File: config.mk
export PLATFORM = sky130hd
export DESIGN_NAME = mem_arbiter
export DESIGN_NICKNAME = d
export VERILOG_FILES = /design/src/rtl/mem_arbiter.sv
export SDC_FILE = /design/constraint.sdc
export NUM_CORES = 1
export LEC_CHECK = 0
export BUFFER_PORTS_ARGS = -buffer_cell sky130_fd_sc_hd__clkbuf_2
export CORE_AREA = 2 2 122 124
export CTS_CLUSTER_SIZE = 8
export DETAILED_ROUTE_END_ITERATION = 8
export DIE_AREA = 0 0 124 126
export GPL_TIMING_DRIVEN = 0
export SLEW_MARGIN = 30
export SYNTH_ARGS = -nofsm -noshare
export SYNTH_HDL_FRONTEND = slang
export SYNTH_SLANG_ARGS = --single-unit
File: constraint.sdc
create_clock -name clk -period 2.4 [get_ports clk]
set_clock_uncertainty 0.2 [all_clocks]
set_input_delay 0.48 -clock clk [delete_from_list [all_inputs] [get_ports clk]]
set_output_delay 0.48 -clock clk [all_outputs]
set_load 0.05 [all_outputs]
File: src/rtl/mem_arbiter.sv
// mem_arbiter: shares one memory port between the data-plane matcher (port 0, fixed priority)
// and the control-plane loader (port 1), with a starvation bound and a hung-memory watchdog.
`ifndef ADDR_BUS
`define ADDR_BUS 31:0
`endif
`ifndef DATA_BUS
`define DATA_BUS 31:0
`endif

module mem_arbiter #(
    parameter int STARVE_LIMIT = 4,
    parameter int TIMEOUT      = 255
) (
    input  logic             clk,
    input  logic             rst,
    input  logic             m0_ce_i,
    input  logic             m0_we_i,
    input  logic [`ADDR_BUS] m0_addr_i,
    input  logic [3:0]       m0_width_i,
    input  logic [`DATA_BUS] m0_data_i,
    output logic [`DATA_BUS] m0_data_o,
    output logic             m0_ready_o,
    input  logic             m1_ce_i,
    input  logic             m1_we_i,
    input  logic [`ADDR_BUS] m1_addr_i,
    input  logic [3:0]       m1_width_i,
    input  logic [`DATA_BUS] m1_data_i,
    output logic [`DATA_BUS] m1_data_o,
    output logic             m1_ready_o,
    output logic             mem_ce_o,
    output logic             mem_we_o,
    output logic [`ADDR_BUS] mem_addr_o,
    output logic [3:0]       mem_width_o,
    output logic [`DATA_BUS] mem_data_o,
    input  logic [`DATA_BUS] mem_data_i,
    input  logic             mem_ready_i,
    output logic [1:0]       grant_o,
    output logic             timeout_o
);

    typedef enum logic [1:0] {IDLE, GRANT0, GRANT1} state_t;

    localparam int              WD_W       = (TIMEOUT > 1) ? $clog2(TIMEOUT) : 1;
    localparam logic [WD_W-1:0] WD_LAST    = WD_W'((TIMEOUT > 0) ? TIMEOUT - 1 : 0);
    localparam logic [3:0]      STARVE_MAX = 4'(STARVE_LIMIT);
    localparam bit              WD_EN      = (TIMEOUT != 0);

    state_t          state, state_next;
    logic [3:0]      starve_cnt, starve_next;
    logic [WD_W-1:0] wd_cnt, wd_next;
    logic            load0, load1, finish, abort;

    always_ff @(posedge clk) begin
        if (rst) begin
            state      <= IDLE;
            starve_cnt <= '0;
            wd_cnt     <= '0;
        end else begin
            state      <= state_next;
            starve_cnt <= starve_next;
            wd_cnt     <= wd_next;
        end
    end

    // Operands are captured once at grant entry so the memory sees them stable for the whole grant.
    always_ff @(posedge clk) begin
        if (rst) begin
            mem_ce_o    <= 1'b0;
            mem_we_o    <= 1'b0;
            mem_addr_o  <= '0;
            mem_width_o <= '0;
            mem_data_o  <= '0;
        end else if (load0) begin
            mem_ce_o    <= 1'b1;
            mem_we_o    <= m0_we_i;
            mem_addr_o  <= m0_addr_i;
            mem_width_o <= m0_width_i;
            mem_data_o  <= m0_data_i;
        end else if (load1) begin
            mem_ce_o    <= 1'b1;
            mem_we_o    <= m1_we_i;
            mem_addr_o  <= m1_addr_i;
            mem_width_o <= m1_width_i;
            mem_data_o  <= m1_data_i;
        end else if (finish) begin
            mem_ce_o    <= 1'b0;
        end
    end

    always_comb begin
        state_next  = state;
        starve_next = starve_cnt;
        wd_next     = wd_cnt;
        load0       = 1'b0;
        load1       = 1'b0;
        abort       = 1'b0;
        finish      = 1'b0;
        grant_o     = 2'b00;
        m0_ready_o  = 1'b0;
        m0_data_o   = '0;
        m1_ready_o  = 1'b0;
        m1_data_o   = '0;
        timeout_o   = 1'b0;
        case (state)
            IDLE: begin
                wd_next = '0;
                if (m0_ce_i && m1_ce_i) begin
                    if (starve_cnt < STARVE_MAX) begin
                        load0       = 1'b1;
                        starve_next = starve_cnt + 4'd1;
                    end else begin
                        load1       = 1'b1;
                        starve_next = '0;
                    end
                end else if (m0_ce_i) begin
                    load0       = 1'b1;
                    starve_next = '0;
                end else if (m1_ce_i) begin
                    load1       = 1'b1;
                    starve_next = '0;
                end else begin
                    starve_next = '0;
                end
                if (load0) begin
                    state_next = GRANT0;
                end else if (load1) begin
                    state_next = GRANT1;
                end
            end
            GRANT0, GRANT1: begin
                // A real completion in the last watchdog cycle wins over the abort.
                abort     = WD_EN && !mem_ready_i && (wd_cnt == WD_LAST);
                finish    = mem_ready_i || abort;
                timeout_o = abort;
                if (finish) begin
                    state_next = IDLE;
                    wd_next    = '0;
                end else if (WD_EN) begin
                    wd_next = wd_cnt + WD_W'(1);
                end
                if (state == GRANT0) begin
                    grant_o    = 2'b01;
                    m0_ready_o = finish;
                    m0_data_o  = abort ? '0 : mem_data_i;
                end else begin
                    grant_o    = 2'b10;
                    m1_ready_o = finish;
                    m1_data_o  = abort ? '0 : mem_data_i;
                end
            end
            default: state_next = IDLE;
        endcase
    end

endmodule
==> metrics <==
outcome finished with violations; failing checks setup timing; Clock transition at path regs 60 ps; die area 15600 sq um; max capacitance violation total 0; final setup fails 62; area share of the largest cell type after synthesis 39.0%; startpoint types register; critical path endpoint category primary output; vias 4569; Buffers & Inverters on Critical Path 2; fin crit period 2530 ps; Max clock buf depth 2; critical path depth 6; Post-Route WL 15.7 mm; Data arrival, critical path 1850 ps; part of the Yosys area used for sequential elements 39.0%; core box area 14300 sq um; CTS tree done; layout cells sized above 1 54.9%; required time worst endpoint 1720 ps; setup ws final -127 ps; WL/cell 16.0 microns; Tcrit/Tclk final 105%; die span in y 126 microns; worst r2r path cells 7; crit-path cells and4_4 > nand4_4 > o211a_4 > clkbuf_16 > and2_4 > buf_8; worst skew pair latency 340 ps; reg-to-reg slack, setup 230 ps; cell family with most CP delay simple AND/OR/NAND/NOR gates; Hold Path Sink mem_data_o[23]$_SDFFE_PP0P_; Max Freq 396 MHz; largest net degree at the start of global routing 14; total nets after synthesis 644; Fill cells 1365; Min-Delay Path Class in -> reg; synth unique cells 34; min-delay src m1_data_i[23]; Placer Congestion 0.812; Leak 0.00368 uW; Mapped Area 4310 sq um; Post-DRT Antenna Nets 0; # diodes 0; Num CTS Buffers 9; Place WS 56.0 ps; CTS root buf clkbuf_16; Final Max Slew Viols 0; vias in the first global route 4408; TNS Setup -5540 ps; crit path kind reg -> out; critical path's slowest cell dfxtp_2; DRC Markers 0; Congestion Overflow GR 0; post-DP HPWL 11.1 mm; RSZ-0062 raised after global routing yes; R2R Path End mem_data_o[5]$_SDFFE_PP0P_; # IOs 314; Row Count 44; Util after Layout 52.3%; Synth Warn # 0; critical path fanouts, max 7; Hold Path Stages 3; area leader, netlist dfxtp_1; Power per Cell Area 719 nW/um^2; synthesis-to-layout area growth 73.8%; die width 124 microns; CTS Sinks 84; Initial Utilization 30.1%; first-pass GRT wire length 23.1 mm; DRT iter0 DRCs 145; final hold violation count 0; Yosys reg bits 84; number of I/O port buffers 312; Detailed Routing Iterations Pass 1 4; Synth Instances 462; crit-path max cell delay 330 ps; Post-CTS Hold Buffers 0; H-tree depth 3; Worst Max-Slew Pin Slew 632 ps; max_slew headroom 57.9%; initial antenna violation count 0; Worst R2R Start state[1]$_SDFFE_PP0P_; Final nets 978; vias per std cell 4.65; Area contributors post-synth dfxtp_1 39%, mux2i_1 16%, a211oi_1 12%; Syn Area/Cell 9.32 sq um; Peak VDD IR 0.301 mV; gr usage total 19.1%
cells in the final DEF, fill, tap and decap left out, types with 5 or more instances in the layout:
cell,count
clkbuf_2,246
buf_2,11
clkbuf_1,14
dfxtp_1,76
and2_1,5
clkbuf_8,7
a211oi_1,69
mux2i_1,70
dfxtp_2,8
buf_8,46
buf_4,8
and2_4,60
buf_6,12
xor2_1,6
nor2_1,84
clkbuf_16,24
layer usage:
layer  track usage, %  up-vias  share of wire [%]
met1             23.6     2075                 42
met2             31.8      176                 49
met5                0        -                  0
li1                 -     2283                  -
met3             5.21       35                6.8
met4             6.41        0                2.3
what timing repair did:
action / CTS / global route
pin swaps: 12 / 21
cloned: 1 / 3
setup buffers: 7 / 0
gates resized for setup: 202 / 63
setup endpoints to repair: 65 / 69
metrics by stage:
| step | instances | instance area [sq um] | hold WS (ps) | total power, uW |
|---|---|---|---|---|
| final | 983 | 7480 | 260 | 5380 |
| after global routing | 983 | 7480 | 268 | 5630 |
| after CTS | 980 | 7320 | 249 | 5370 |
| after detailed placement | 958 | 6100 | 286 | 3680 |
| after global placement | 958 | 6100 | 281 | 3680 |
| after floorplan | 462 | 4310 | 271 | 3130 |
worst max path at each step:
stage,start,endpoint,slack [ps]
global placement,state[0]$_SDFFE_PP0P_,m1_ready_o,70
CTS,wd_cnt[5]$_SDFFE_PP0P_,m0_data_o[14],-110
finish,wd_cnt[5]$_SDFFE_PP0P_,m0_data_o[8],-130
floorplan,state[1]$_SDFFE_PP0P_,m0_data_o[0],180
global route,wd_cnt[5]$_SDFFE_PP0P_,m0_data_o[8],-200
detailed placement,state[0]$_SDFFE_PP0P_,m1_ready_o,60
final cells by class:
| type | count | area, sq um | share of cell area [%] |
|---|---|---|---|
| clock buffer | 9 | 225 | 3.01 |
| inverter | 6 | 22.5 | 0.301 |
| buffer | 38 | 268 | 3.58 |
| multi-input combinational | 334 | 2520 | 33.7 |
| clock inverter | 5 | 78.8 | 1.05 |
| timing repair buffer | 323 | 2440 | 32.7 |
| sequential | 84 | 1690 | 22.6 |
| tap | 184 | 230 | 3.08 |
cell families after synthesis:
group                      count (synthesis)  synth area share, %
and+or+nand+nor                          167                 19.8
AOI/OAI and AO/OA                         83                 15.0
xor gates and xnor gates                   7                 1.42
DFF                                       84                 39.0
adders and majority gates                  7                 2.03
muxes                                     70                 16.3
buffers and inverters                     44                 6.48
cell usage after synthesis, drive strengths merged:
cell type,instances
dfxtp,84
nand3,2
o21bai,1
and3,1
clkbuf,14
and2,65
a22oi,2
or4,1
inv,6
a41oi,1
a211oi,69
nor2,84
xnor2,1
mux2i,70
a21boi,1
o21ai,1
nor2b,2
and4,1
ha,7
and3b,1
o32ai,2
o211a,3
nand4,2
buf,24
xor2,6
nor3b,2
a21oi,2
nand2,3
o31ai,1
nand2b,3
registers in the layout, summed over array words and instances (netlist names):
| name | cells |
|---|---|
| mem_ce_o | 1 |
| wd_cnt | 8 |
| state | 2 |
| mem_we_o | 1 |
| starve_cnt | 4 |
| mem_width_o | 4 |
| mem_addr_o | 32 |
| mem_data_o | 32 |
report_power, final:
part           switching [uW]  internal [uW]  total [uW]
Sequential               86.1           1560        1650
Clock                     535            897        1430
Combinational            1480            818        2300
tightest hold or removal path, cell delays in order:
cell,delay (ps)
clkbuf_2,80
mux2i_1,110
a211oi_1,80
Note: power is estimated with default switching activity, not from simulation.
